--- config.mk ---
export PLATFORM = sky130hd
export DESIGN_NAME = instr_fetch
export DESIGN_NICKNAME = d
export VERILOG_FILES = /design/src/rtl/cpu_pkg.sv /design/src/rtl/fetch_timer.sv /design/src/rtl/instr_fetch.sv
export SDC_FILE = /design/constraint.sdc
export NUM_CORES = 1
export LEC_CHECK = 0
export ABC_AREA = 1
export CAP_MARGIN = 20
export CORE_MARGIN = 2
export CORE_UTILIZATION = 40
export CTS_BUF_LIST = sky130_fd_sc_hd__clkbuf_2
export CTS_CLUSTER_DIAMETER = 40
export DETAILED_ROUTE_END_ITERATION = 16
export GPL_TIMING_DRIVEN = 0
export PLACE_DENSITY = 0.83
export SKIP_LAST_GASP = 1
export SYNTH_ARGS = -nofsm -noshare
export SYNTH_HDL_FRONTEND = slang
export SYNTH_SLANG_ARGS = --single-unit
--- constraint.sdc ---
create_clock -name clk -period 2.2 [get_ports clk]
set_input_delay 0.44 -clock clk [delete_from_list [all_inputs] [get_ports clk]]
set_output_delay 0.44 -clock clk [all_outputs]
set_load 0.02 [all_outputs]
--- src/rtl/cpu_pkg.sv ---
// cpu_pkg: instruction field positions, NOP encoding and fetch FSM encoding
// shared by the fetch front end.
package cpu_pkg;
    localparam int INSTR_W  = 32;
    localparam int OP_MSB   = 31;
    localparam int OP_LSB   = 26;
    localparam int FUNC_MSB = 3;
    localparam int FUNC_LSB = 0;
    localparam logic [OP_MSB-OP_LSB:0]     OP_NOP   = '0;
    localparam logic [FUNC_MSB-FUNC_LSB:0] FUNC_NOP = '0;

    typedef enum logic [1:0] {
        FETCH = 2'd0,
        HOLD  = 2'd1,
        FAULT = 2'd2
    } fetch_state_e;

    // Absolute jump stays inside the current 256 MB region.
    function automatic logic [INSTR_W-1:0] jump_target(input logic [INSTR_W-1:0] pc,
                                                       input logic [25:0] target);
        return {pc[31:28], target, 2'b00};
    endfunction
endpackage

--- src/rtl/fetch_timer.sv ---
// fetch_timer: counts consecutive unacknowledged request cycles and flags
// expiry on the LIMIT-th one.
module fetch_timer #(
    parameter int LIMIT = 16
) (
    input  logic clk,
    input  logic rst_n,
    input  logic clear_i,
    input  logic enable_i,
    output logic expired_o
);
    localparam int W = $clog2(LIMIT + 1);

    logic [W-1:0] cnt_q, cnt_d;

    assign expired_o = enable_i && !clear_i && (cnt_q == W'(LIMIT - 1));

    always_comb cnt_d = clear_i ? '0 : enable_i ? cnt_q + W'(1) : cnt_q;

    always_ff @(posedge clk or negedge rst_n) begin
        if (!rst_n) cnt_q <= '0;
        else        cnt_q <= cnt_d;
    end
endmodule

--- src/rtl/instr_fetch.sv ---
// instr_fetch: single-outstanding instruction fetch with a held instruction
// register, stall/jump handling and a sticky memory-timeout fault.
module instr_fetch import cpu_pkg::*; #(
    parameter logic [INSTR_W-1:0] RESET_PC    = 32'h0000_0000,
    parameter int                 MEM_TIMEOUT = 16
) (
    input  logic               clk,
    input  logic               rst_n,
    output logic               imem_req,
    output logic [INSTR_W-1:0] imem_addr,
    input  logic               imem_ack,
    input  logic [INSTR_W-1:0] imem_rdata,
    input  logic               stall,
    input  logic               jump,
    output logic [5:0]         op,
    output logic [3:0]         func,
    output logic [4:0]         rs,
    output logic [4:0]         rt,
    output logic [4:0]         rd,
    output logic [15:0]        imm,
    output logic [INSTR_W-1:0] pc,
    output logic               instr_valid,
    output logic               fetch_fault
);
    fetch_state_e       state_q, state_d;
    logic [INSTR_W-1:0] pc_q, pc_d;
    logic [INSTR_W-1:0] instr_q, instr_d;
    logic               live_q;
    logic               expired;

    // live_q keeps imem_req low until the first clock edge after reset release.
    assign imem_req    = live_q && (state_q == FETCH);
    assign imem_addr   = pc_q;
    assign pc          = pc_q;
    assign instr_valid = (state_q == HOLD);
    assign fetch_fault = (state_q == FAULT);
    assign op          = instr_valid ? instr_q[OP_MSB:OP_LSB] : OP_NOP;
    assign func        = instr_valid ? instr_q[FUNC_MSB:FUNC_LSB] : FUNC_NOP;
    assign rs          = instr_q[25:21];
    assign rt          = instr_q[20:16];
    assign rd          = instr_q[15:11];
    assign imm         = instr_q[15:0];

    fetch_timer #(.LIMIT(MEM_TIMEOUT)) u_timer (
        .clk      (clk),
        .rst_n    (rst_n),
        .clear_i  (!imem_req || imem_ack),
        .enable_i (imem_req),
        .expired_o(expired)
    );

    always_comb begin
        state_d = state_q;
        pc_d    = pc_q;
        instr_d = instr_q;
        unique case (state_q)
            FETCH: begin
                if (imem_req && imem_ack) begin
                    instr_d = imem_rdata;
                    state_d = HOLD;
                end else if (expired) begin
                    state_d = FAULT;
                end
            end
            HOLD: begin
                if (!stall) begin
                    pc_d    = jump ? jump_target(pc_q, instr_q[25:0]) : pc_q + 32'd4;
                    state_d = FETCH;
                end
            end
            default: ;
        endcase
    end

    always_ff @(posedge clk or negedge rst_n) begin
        if (!rst_n) begin
            state_q <= FETCH;
            pc_q    <= {RESET_PC[INSTR_W-1:2], 2'b00};
            instr_q <= '0;
            live_q  <= 1'b0;
        end else begin
            state_q <= state_d;
            pc_q    <= pc_d;
            instr_q <= instr_d;
            live_q  <= 1'b1;
        end
    end
endmodule

==> Implementation_results.wiki, run 1 <==
{| class="wikitable"
! Metric !! Value
|-
| Status || complete, but fails checks
|-
| Failing checks || negative hold slack
|-
| Maximum fanout count along the critical path || 11
|-
| GR Overflow Total || 0
|-
| Max Clock Freq || 461.1 MHz
|-
| Std cell rows || 38
|-
| Synth warnings || 0
|-
| Detailed router's first-iteration violation count || 157
|-
| RR Startpoint || imem_addr[2]$_DFFE_PN0P_
|-
| Fin cells || 870
|-
| Clock root buffer || sky130_fd_sc_hd__clkbuf_2
|-
| Top-level port count || 145
|-
| Setup Viol. Count Final || 0
|-
| Worst R2R Path Depth || 11
|-
| Critical path start-end classification || reg2out
|-
| Width of the chip || 108.1 um
|-
| Adder-cell share of the synthesized area || 0.8653%
|-
| Final standard cell area without fillers || 0.006170 mm^2
|-
| Worst-case setup slack after placement || 0.1224 ns
|-
| Post-Syn Instances || 555
|-
| R2R setup slack || 0.32 ns
|-
| Pwr dens || 404.3 mW/mm^2
|-
| Sequential group share of total power || 53.2%
|-
| Worst-case clock skew || 0.03001 ns
|-
| Synth Area in Compound Gates || 6.951%
|-
| Fraction of synthesis flops using an asynchronous set or reset pin || 100.0%
|-
| Number of synthesized flops with an enable pin || 0
|-
| MaxCap Viol Count || 0
|-
| CTS tree || done
|-
| Sinks on Clock Net || 70
|-
| RSZ-0062 raised after global routing || yes
|-
| Overall track demand over capacity in global routing || 21.44%
|-
| Gr busiest metal || met2
|-
| Actual slew at the worst max-slew pin || 0.8865 ns
|-
| Number of nets with antenna violations after detailed routing || 0
|-
| Startpoint of the most critical setup path || state_q[1]$_DFFE_PN0P_
|-
| Final setup TNS || 0 ns
|-
| Comb pwr share || 12.1%
|-
| Maximum single-stage delay on the critical path || 0.46 ns
|-
| Total routed wirelength || 12340 um
|-
| Power spent charging and discharging nets || 0.6582 mW
|-
| Number of storage elements in the synthesis netlist || 70
|-
| Distinct cells, synth || 34
|-
| Bufs and invs on worst path || 2
|-
| Initial core utilization || 40.55%
|-
| Total number of cells along the worst setup path || 4
|-
| Critical register-to-register path endpoint || imem_addr[26]$_DFFE_PN0P_
|-
| Clock Pin Slew Worst Setup and Hold Paths || 0.22 ns
|-
| Most common flop cell mapped by yosys || sky130_fd_sc_hd__dfrtp_1
|-
| Pre-antenna DRT Iters || 5
|-
| Fraction of layout cells with a size suffix above 1 || 24.52%
|-
| Internal power contribution || 1.836 mW
|-
| Pin count of the biggest net entering global routing || 71
|-
| Inserted Clock Buffers || 9
|-
| Post-synthesis mux area share || 6.836%
|-
| Area added between synthesis and finish || 42.23%
|-
| Nature of the critical path startpoint || flop
|-
| Xor and xnor area share after synthesis || 1.010%
|-
| Met1 routing resource usage after global routing || 27.84%
|-
| Met2 Resource Use GR || 35.89%
|-
| Global placement routability congestion || 0.8959
|-
| Number of hold buffers added after cts || 0
|-
| Top delay family on crit path || flip-flops
|-
| Worst hold-check slack || -0.002594 ns
|-
| Period utilization || 98.57%
|-
| Fraction of power consumed by the clock network || 34.7%
|-
| Final cell utilization of the core || 57.67%
|-
| Post-synthesis share of cell area spent on and, or, nand and nor gates || 25.18%
|-
| Global-route wire length before repair || 19490 um
|-
| Max Transition Viols Final || 0
|-
| Area of the core || 0.01070 mm^2
|-
| Synthesized area || 0.004338 mm^2
|-
| Source-to-sink clock delay at the later pin of the worst-skew pair || 0.52 ns
|-
| Mean cell area of the mapped netlist || 7.816 um^2
|-
| Chip height || 108.1 um
|-
| Antenna diode count || 0
|-
| HPWL after detailed placement || 9234 um
|-
| CP Data Arrival Time || 1.73 ns
|-
| Class of the tightest hold or removal check || in2async
|-
| Antenna violations before repair || 0
|-
| Hold Violations, Final || 3
|-
| Cell at the slowest stage of the critical path || sky130_fd_sc_hd__dfrtp_1
|-
| H-tree depth reported by CTS || 3
|-
| Worst vdd rail ir drop || 0.2981 mV
|-
| Cell total after placement || 837
|-
| Critical path endpoint category || output port
|-
| Combinational family with the most area after synthesis || simple AND/OR/NAND/NOR gates
|-
| Cell leakage power || 3.105 nW
|-
| Nets || 765
|-
| Total power consumption of the routed design || 2.494 mW
|-
| Remaining design rule violation count || 0
|-
| Required @ worst endpoint || 1.76 ns
|-
| Maximum buffer depth of the clock tree || 2
|-
| Post-route minimum period || 2.169 ns
|-
| Minimum setup slack in the final design || 0.03136 ns
|-
| Net Sw Frac || 26.39%
|-
| Routed via count divided by cell count || 4.677
|-
| Global routing usage on met3 || 4.461%
|-
| Total die area || 0.01169 mm^2
|-
| Via count of the first global-routing pass || 3992
|-
| CP Cell Sequence || inv_1, nand2_2, nor2_1, clkdlybuf4s15_1
|-
| Max-slew headroom at the worst pin || 40.90%
|-
| Number of vias in the routed layout || 4069
|-
| Seq/Total Area, Yosys || 40.38%
|-
| Wire length per cell after detailed routing || 14.19 um
|-
| Total placed instance area || 0.005913 mm^2
|-
| Port Buffer Count || 139
|}
repair_timing:
| action | CTS | global route |
|---|---|---|
| setup endpoints to repair | 36 | 29 |
| setup buffers | 3 | 15 |
| gates resized for setup | 36 | 24 |
placed cells by master (no fill, tap or decap), drive strengths merged:
cell / count
nand4: 3
a31oi: 1
o22ai: 2
xnor2: 2
ha: 3
nor3b: 2
and2: 1
nand3b: 2
xor2: 3
bufinv: 2
mux2: 21
o21ai: 26
clkdlybuf4s15: 2
a21oi: 26
dlymetal6s2s: 1
nor2: 90
dfrtp: 70
clkdlybuf4s50: 124
clkinv: 4
nor3: 6
conb: 5
o31ai: 1
o21a: 1
nand2: 116
dlygate4sd2: 2
or2: 4
buf: 93
clkbuf: 24
inv: 62
nand3: 30
o211ai: 1
layout make-up:
cell class	instances	area [um^2]
flip-flops and latches	70	1783
well taps	140	175.2
fillers	1010	4528
multi-input cells	346	1793
clock inverters	6	86.33
plain buffers	79	570.5
repair buffers	157	1479
inverters	62	232.7
clock buffers	10	50.05
how the worst max path moves through the flow:
stage | end | slack (ns)
global placement | instr_q[24]$_DFFE_PN0P_ | -1.74
finish | op[2] | 0.03
detailed placement | op[2] | 0.12
floorplan | imem_addr[26]$_DFFE_PN0P_ | 0.59
global route | op[2] | -0.09
CTS | op[2] | -0.03
power groups by stage:
stage          Combinational, mW  Sequential (mW)  Clock (mW)
6_report                   0.302             1.33       0.865
5_1_grt                    0.329             1.33       0.929
4_1_cts                    0.295             1.33       0.888
3_5_place_dp               0.292             1.35           0
3_3_place_gp               0.288             1.35           0
2_1_floorplan              0.112             1.36           0
per-layer routing:
layer / wire, um / part of all wire, % / up-vias
met3: 842 / 6.8 / 10
li1: - / - / 2016
met2: 6082 / 49 / 141
met4: 117 / 0.95 / 0
met1: 5302 / 43 / 1902
met5: 0 / 0 / -
sequential cells by signal, indices dropped and copies added (netlist names):
register and cells:
state_q 2, imem_addr 30, instr_q 32, live_q 1, u_timer.cnt_q 5
Yosys cell counts, types with 2 or more instances:
master                     count  share of area, %
sky130_fd_sc_hd__a21oi_1      26               3.0
sky130_fd_sc_hd__inv_1        61               5.3
sky130_fd_sc_hd__dfrtp_1      70                40
sky130_fd_sc_hd__xor2_1        3              0.61
sky130_fd_sc_hd__mux2_2        5               1.3
sky130_fd_sc_hd__o22ai_1       2              0.29
sky130_fd_sc_hd__buf_4        65                11
sky130_fd_sc_hd__nor2_2        3              0.43
sky130_fd_sc_hd__nand3b_1      2              0.35
sky130_fd_sc_hd__nand3_1      30               3.5
sky130_fd_sc_hd__or2_2         4              0.58
sky130_fd_sc_hd__nor3_1        6              0.69
sky130_fd_sc_hd__ha_1          3              0.87
sky130_fd_sc_hd__conb_1        2              0.17
sky130_fd_sc_hd__nor2_1       83               7.2
sky130_fd_sc_hd__buf_6         3              0.78
sky130_fd_sc_hd__buf_2         6              0.69
sky130_fd_sc_hd__nand2_1     114               9.9
sky130_fd_sc_hd__nor2_4        4               1.0
sky130_fd_sc_hd__mux2_4       16               5.5
sky130_fd_sc_hd__o21ai_0      26               3.0
sky130_fd_sc_hd__xnor2_1       2              0.40
sky130_fd_sc_hd__nand4_1       3              0.43
sky130_fd_sc_hd__clkbuf_1      6              0.52
logic make-up (layout without fill, tap and decap cells):
logic type / count (synthesis) / after routing
other: 2 / 5
and+or+nand+nor: 254 / 254
buffers and inverters: 142 / 314
muxes: 21 / 21
xor gates and xnor gates: 5 / 5
DFF: 70 / 70
AOI/OAI and AO/OA: 58 / 58
adders and majority gates: 3 / 3
No activity file was read; power rests on OpenSTA's default activity.
==> run 2, diff against run 1 <==
--- a/config.mk
+++ b/config.mk
@@ -12,8 +12,10 @@
 export CTS_BUF_LIST = sky130_fd_sc_hd__clkbuf_2
 export CTS_CLUSTER_DIAMETER = 40
 export DETAILED_ROUTE_END_ITERATION = 16
+export GPL_ROUTABILITY_DRIVEN = 1
 export GPL_TIMING_DRIVEN = 0
 export PLACE_DENSITY = 0.83
+export SETUP_SLACK_MARGIN = 0.3
 export SKIP_LAST_GASP = 1
 export SYNTH_ARGS = -nofsm -noshare
 export SYNTH_HDL_FRONTEND = slang
==> run 2 against run 1 <==
Net effect: clock skew increased by 0.0027 ns; routed wire length increased by 7.3%; critical path depth grew 2; critical path type unchanged; largest cell class unchanged; the run still ends with negative hold slack left; design area grew 6.9%; flip-flop and latch count unchanged; die area stayed put; cell count increased by 5.6%.
==> Implementation_results.wiki, run 2 (synthesized netlist as in run 1, its figures left out) <==
{| class="wikitable"
! Metric !! Value
|-
| Worst-case clock skew || 0.03273 ns
|-
| Failing checks || negative hold slack
|-
| Total die area || 0.01169 mm^2
|-
| Overall track demand over capacity in global routing || 22.92%
|-
| Global-route wire length before repair || 20830 um
|-
| Setup Viol. Count Final || 0
|-
| Period utilization || 89.99%
|-
| Critical register-to-register path endpoint || imem_addr[20]$_DFFE_PN0P_
|-
| Antenna violations before repair || 0
|-
| Area added between synthesis and finish || 52.09%
|-
| Maximum buffer depth of the clock tree || 2
|-
| Critical path endpoint category || output port
|-
| Pwr dens || 379.2 mW/mm^2
|-
| Gr busiest metal || met2
|-
| Detailed router's first-iteration violation count || 172
|-
| R2R setup slack || 0.43 ns
|-
| Number of vias in the routed layout || 4305
|-
| Port Buffer Count || 139
|-
| Maximum fanout count along the critical path || 4
|-
| Required @ worst endpoint || 1.76 ns
|-
| MaxCap Viol Count || 0
|-
| GR Overflow Total || 0
|-
| Critical path start-end classification || reg2out
|-
| Worst R2R Path Depth || 8
|-
| Clock Pin Slew Worst Setup and Hold Paths || 0.22 ns
|-
| Via count of the first global-routing pass || 4308
|-
| HPWL after detailed placement || 9234 um
|-
| Top-level port count || 145
|-
| RSZ-0062 raised after global routing || yes
|-
| Max reg flops || 32
|-
| Area of the core || 0.01070 mm^2
|-
| Met2 Resource Use GR || 38.99%
|-
| Inserted Clock Buffers || 9
|-
| Most common cell after layout, fill and taps aside || sky130_fd_sc_hd__buf_4
|-
| Status || complete, but fails checks
|-
| Std cell rows || 38
|-
| Startpoint of the most critical setup path || state_q[1]$_DFFE_PN0P_
|-
| Initial core utilization || 40.55%
|-
| Number of nets with antenna violations after detailed routing || 0
|-
| Worst vdd rail ir drop || 0.3049 mV
|-
| Fraction of layout cells with a size suffix above 1 || 33.12%
|-
| Class of the tightest hold or removal check || in2async
|-
| Width of the chip || 108.1 um
|-
| Total power consumption of the routed design || 2.502 mW
|-
| Number of filler instances in the final layout || 970
|-
| Cell leakage power || 3.523 nW
|-
| Global routing usage on met3 || 4.762%
|-
| Global placement routability congestion || 0.8959
|-
| CTS tree || done
|-
| Worst hold-check slack || -0.001338 ns
|-
| Chip height || 108.1 um
|-
| Sinks on Clock Net || 70
|-
| CP Data Arrival Time || 1.54 ns
|-
| Antenna diode count || 0
|-
| Max-slew headroom at the worst pin || 39.70%
|-
| Routed via count divided by cell count || 4.684
|-
| Largest Register || instr_q
|-
| Nature of the critical path startpoint || flop
|-
| Max Clock Freq || 505.1 MHz
|-
| Post-route minimum period || 1.980 ns
|-
| Worst-case setup slack after placement || 0.1224 ns
|-
| Hold Violations, Final || 1
|-
| Clock root buffer || sky130_fd_sc_hd__clkbuf_2
|-
| Total routed wirelength || 13240 um
|-
| RR Startpoint || imem_addr[2]$_DFFE_PN0P_
|-
| H-tree depth reported by CTS || 3
|-
| Source-to-sink clock delay at the later pin of the worst-skew pair || 0.53 ns
|-
| Pin count of the biggest net entering global routing || 71
|-
| Leading cell types in the layout, fill and taps excluded || sky130_fd_sc_hd__buf_4, sky130_fd_sc_hd__nand2_1, sky130_fd_sc_hd__nor2_1
|-
| Minimum setup slack in the final design || 0.2201 ns
|-
| Actual slew at the worst max-slew pin || 0.9046 ns
|-
| Number of hold buffers added after cts || 0
|-
| Remaining design rule violation count || 0
|-
| Wire length per cell after detailed routing || 14.41 um
|-
| Pre-antenna DRT Iters || 4
|-
| Met1 routing resource usage after global routing || 28.72%
|-
| Max Transition Viols Final || 0
|-
| Nets || 814
|}
run 2: critical path, stage by stage, from the launching register on:
cell	delay [ns]
sky130_fd_sc_hd__dfrtp_1	0.43
sky130_fd_sc_hd__inv_2	0.09
sky130_fd_sc_hd__nand2_4	0.07
sky130_fd_sc_hd__buf_8	0.14
sky130_fd_sc_hd__buf_12	0.12
sky130_fd_sc_hd__nor2_4	0.08
sky130_fd_sc_hd__buf_6	0.12
run 2: area by class of cell:
class	instances	area [um^2]	area share [%]
multi-input combinational	346	1893	28.69
timing repair buffer	205	1795	27.21
sequential	70	1779	26.97
buffer	80	585.6	8.875
inverter	62	232.7	3.527
tap	140	175.2	2.655
clock inverter	6	86.33	1.309
clock buffer	10	50.05	0.7586
run 2: how the worst max path moves through the flow:
| stage | endpoint | slack (ns) | cells after the start |
|---|---|---|---|
| finish | func[2] | 0.22 | 6 |
| global route | func[2] | 0.13 | 6 |
| CTS | func[2] | 0.17 | 6 |
| detailed placement | op[2] | 0.12 | 5 |
| global placement | instr_q[24]$_DFFE_PN0P_ | -1.74 | 1 |
| floorplan | imem_addr[26]$_DFFE_PN0P_ | 0.59 | 10 |
run 2: power by group:
group	total, mW	switching, mW	internal, mW
clock	0.876	0.497	0.380
combinational	0.305	0.163	0.142
sequential	1.32	0.0153	1.31
run 2: repair_timing:
action | in CTS | in global routing
setup endpoints to repair | 104 | 74
pin swaps | 1 | 2
hold endpoints to repair | 0 | 0
resized for setup | 218 | 66
gates cloned | 1 | 0
buffers inserted | 49 | 16
run 2: through the flow:
step | util, % | instance area, um^2 | setup TNS, ns | cells | hold slack [ns]
3_3_place_gp | 55.30 | 5916 | -121.46 | 837 | 0.4423
2_1_floorplan | - | 4349 | 0 | 558 | 0.1444
4_1_cts | 60.27 | 6447 | 0 | 903 | 0.008686
5_1_grt | 61.67 | 6598 | 0 | 919 | 0.04177
6_report | 61.67 | 6598 | 0 | 919 | -0.001338
3_5_place_dp | 55.27 | 5913 | 0 | 837 | 0.4634
run 2: layer usage:
layer  up-vias  share of wire, %  routed length (um)
met1      2020                41                5482
met4         0               1.6                 206
met5         -                 0                   0
met2       154                50                6559
li1       2113                 -                   -
met3        18               7.5                 992
==> run 3, diff against run 2 <==
--- a/config.mk
+++ b/config.mk
@@ -9,7 +9,6 @@
 export CAP_MARGIN = 20
 export CORE_MARGIN = 2
 export CORE_UTILIZATION = 40
-export CTS_BUF_LIST = sky130_fd_sc_hd__clkbuf_2
 export CTS_CLUSTER_DIAMETER = 40
 export DETAILED_ROUTE_END_ITERATION = 16
 export GPL_ROUTABILITY_DRIVEN = 1
@@ -19,4 +18,5 @@
 export SKIP_LAST_GASP = 1
 export SYNTH_ARGS = -nofsm -noshare
 export SYNTH_HDL_FRONTEND = slang
+export SYNTH_HIERARCHICAL = 1
 export SYNTH_SLANG_ARGS = --single-unit
==> constraint.sdc (replaced) <==
create_clock -name clk -period 2.5 [get_ports clk]
set_input_delay 0.5 -clock clk [delete_from_list [all_inputs] [get_ports clk]]
set_output_delay 0.5 -clock clk [all_outputs]
set_load 0.02 [all_outputs]
==> run 3 against run 2 <==
Net effect: the run now ends clean; first-iteration DRC count is 45% higher; combinational power is 7.2% lower; largest power group unchanged; largest cell class unchanged; hold slack better by 0.25 ns; global-route usage is 2.2 points lower; critical endpoint is now pc[15]; routed wire length is 11% lower; synthesized area is 0.32% higher; flip-flop and latch count stayed put; clock skew is 0.021 ns lower; cell count stayed put; clock power is 2% higher; sequential share of layout area is 1.8 points higher.
==> Implementation_results.wiki, run 3 <==
{| class="wikitable"
! Metric !! Value
|-
| Pin count of the biggest net entering global routing || 71
|-
| Number of filler instances in the final layout || 1035
|-
| Comb pwr share || 12.0%
|-
| Top post-synthesis cells by area || sky130_fd_sc_hd__dfrtp_1, sky130_fd_sc_hd__nand2_1, sky130_fd_sc_hd__buf_4, sky130_fd_sc_hd__nor2_1, sky130_fd_sc_hd__inv_1
|-
| CP Cell Sequence || buf_4, clkdlybuf4s50_1
|-
| Clock root buffer || sky130_fd_sc_hd__clkbuf_8
|-
| Most common cell after layout, fill and taps aside || sky130_fd_sc_hd__nand2_1
|-
| Fraction of layout cells with a size suffix above 1 || 15.28%
|-
| Required @ worst endpoint || 2.00 ns
|-
| Maximum buffer depth of the clock tree || 2
|-
| Setup Viol. Count Final || 0
|-
| Net Sw Frac || 25.07%
|-
| Max-slew headroom at the worst pin || 39.10%
|-
| Max reg flops || 32
|-
| Top-level port count || 145
|-
| Worst hold-check slack || 0.2523 ns
|-
| Fraction of synthesis flops using an asynchronous set or reset pin || 100.0%
|-
| GR Overflow Total || 0
|-
| Global-route wire length before repair || 18950 um
|-
| H-tree depth reported by CTS || 3
|-
| Max Clock Freq || 473.1 MHz
|-
| Post-route minimum period || 2.114 ns
|-
| Routed via count divided by cell count || 4.645
|-
| Pwr dens || 387.7 mW/mm^2
|-
| Seq/Total Area, Yosys || 40.25%
|-
| Cell at the slowest stage of the critical path || sky130_fd_sc_hd__clkdlybuf4s50_1
|-
| Remaining design rule violation count || 0
|-
| Number of synthesized flops with an enable pin || 0
|-
| Antenna diode count || 0
|-
| Final standard cell area without fillers || 0.006098 mm^2
|-
| Source-to-sink clock delay at the later pin of the worst-skew pair || 0.35 ns
|-
| Area taken by flip-flops and latches || 0.001752 mm^2
|-
| Critical path start-end classification || reg2out
|-
| Initial core utilization || 40.50%
|-
| Via count of the first global-routing pass || 3974
|-
| Worst vdd rail ir drop || 0.2411 mV
|-
| Maximum single-stage delay on the critical path || 0.59 ns
|-
| Multi-input gate area in the final layout || 0.001798 mm^2
|-
| Share of the synthesized area in the top cell type || 40.25%
|-
| Global placement routability congestion || 0.9254
|-
| Total die area || 0.01173 mm^2
|-
| Antenna violations before repair || 0
|-
| Maximum fanout count along the critical path || 6
|-
| Number of vias in the routed layout || 4269
|-
| Pre-antenna DRT Iters || 5
|-
| Final cell utilization of the core || 56.75%
|-
| Actual slew at the worst max-slew pin || 0.9135 ns
|-
| Fraction of power consumed by the clock network || 37.9%
|-
| Internal power contribution || 1.771 mW
|-
| Std cell rows || 38
|-
| Number of nets with antenna violations after detailed routing || 0
|-
| Inserted Clock Buffers || 9
|-
| Distinct cells, synth || 27
|-
| Final setup TNS || 0 ns
|-
| MaxCap Viol Count || 0
|-
| Width of the chip || 108.3 um
|-
| Chip height || 108.3 um
|-
| Most instantiated library cell after synthesis || sky130_fd_sc_hd__nand2_1
|-
| Status || completed
|-
| CP Data Arrival Time || 1.61 ns
|-
| Leading area contributor after synthesis || sky130_fd_sc_hd__dfrtp_1
|-
| Period utilization || 84.55%
|-
| Power spent charging and discharging nets || 0.5928 mW
|-
| Hold Violations, Final || 0
|-
| HPWL after detailed placement || 8943 um
|-
| Leading cell types in the layout, fill and taps excluded || sky130_fd_sc_hd__nand2_1, sky130_fd_sc_hd__clkdlybuf4s50_1, sky130_fd_sc_hd__nor2_1, sky130_fd_sc_hd__dfrtp_1, sky130_fd_sc_hd__buf_4
|-
| Synth top cells by count || sky130_fd_sc_hd__nand2_1, sky130_fd_sc_hd__dfrtp_1, sky130_fd_sc_hd__nor2_1
|-
| Overall track demand over capacity in global routing || 20.69%
|-
| Total routed wirelength || 11750 um
|-
| Largest Register || instr_q
|-
| Most common flop cell mapped by yosys || sky130_fd_sc_hd__dfrtp_1
|-
| Top delay family on crit path || buffers and inverters
|-
| Clock Pin Slew Worst Setup and Hold Paths || 0.08 ns
|-
| Nature of the critical path startpoint || flop
|-
| Synthesized area || 0.004352 mm^2
|-
| Synth warnings || 6
|-
| CTS tree || done
|-
| Sinks on Clock Net || 70
|-
| Critical path endpoint category || output port
|-
| Mean cell area of the mapped netlist || 7.008 um^2
|-
| Area added between synthesis and finish || 40.14%
|-
| Sequential group share of total power || 50.1%
|-
| Post-Syn Instances || 621
|-
| Cell leakage power || 3.020 nW
|-
| RSZ-0062 raised after global routing || no
|-
| Nets || 814
|-
| Total placed instance area || 0.005927 mm^2
|-
| Detailed router's first-iteration violation count || 250
|-
| Port Buffer Count || 139
|-
| Number of storage elements in the synthesis netlist || 70
|-
| Total power consumption of the routed design || 2.364 mW
|-
| Worst-case clock skew || 0.01163 ns
|-
| Max Transition Viols Final || 0
|-
| Bufs and invs on worst path || 2
|-
| Area of the core || 0.01075 mm^2
|-
| Class of the tightest hold or removal check || in2async
|-
| Wire length per cell after detailed routing || 12.78 um
|}
-- run 3: layout make-up --
cell class / instances / share of cell area [%]
clock buffers: 12 / 2.216
well taps: 140 / 2.872
flip-flops and latches: 70 / 28.72
multi-input cells: 410 / 29.48
plain buffers: 82 / 9.561
repair buffers: 139 / 22.55
inverters: 62 / 3.816
clock inverters: 4 / 0.7796
-- run 3: cells by family after synthesis --
kind of cell / synth area share, %
xor gates and xnor gates: 0.4026
buffers and inverters: 18.75
AOI/OAI and AO/OA: 6.958
DFF: 40.25
and+or+nand+nor: 32.60
other: 0.1726
adders and majority gates: 0.8627
-- run 3: timing repair --
item | CTS | global route
endpoints found under the setup margin | 11 | 0
endpoints found under the hold margin | 0 | 0
hold buffers | 0 | 0
gates resized for setup | 12 | 0
setup buffers | 0 | 0
-- run 3: metrics by stage --
| step | setup WS, ns | cells |
|---|---|---|
| 2_1_floorplan | 0.9488 | 624 |
| 3_3_place_gp | -1.511 | 903 |
| 3_5_place_dp | 0.5033 | 903 |
| 4_1_cts | 0.4120 | 919 |
| 5_1_grt | 0.3147 | 919 |
| 6_report | 0.3863 | 919 |
-- run 3: final timing paths --
| check | start | endpoint | slack (ns) | cells past startpoint |
|---|---|---|---|---|
| min in group clk | imem_addr[31]$_DFFE_PN0P_ | imem_addr[31]$_DFFE_PN0P_ | 0.50 | 1 |
| max in group asynchronous | rst_n | imem_addr[21]$_DFFE_PN0P_ | 1.61 | 1 |
| worst max register to register | imem_addr[3]$_DFFE_PN0P_ | imem_addr[18]$_DFFE_PN0P_ | 0.83 | 10 |
| worst max-delay path | imem_addr[15]$_DFFE_PN0P_ | pc[15] | 0.39 | 2 |
| worst min register to register | imem_addr[31]$_DFFE_PN0P_ | imem_addr[31]$_DFFE_PN0P_ | 0.50 | 1 |
| worst min-delay path | rst_n | imem_addr[20]$_DFFE_PN0P_ | 0.25 | 1 |
-- run 3: power by group through the flow --
stage | Clock [mW] | Combinational [mW] | Sequential [mW]
detailed placement | 0 | 0.285 | 1.21
global route | 0.958 | 0.310 | 1.19
finish | 0.895 | 0.283 | 1.19
floorplan | 0 | 0.140 | 1.20
CTS | 0.908 | 0.286 | 1.19
global placement | 0 | 0.282 | 1.21
-- run 3: routing by layer --
metal  vias to the layer above  track usage [%]  routed length (um)
li1                       2153                -                   -
met1                      1887            28.06                5049
met2                       202            33.06                5370
met3                        27            4.219                1067
met4                         0            7.051                 261
met5                         -                0                   0
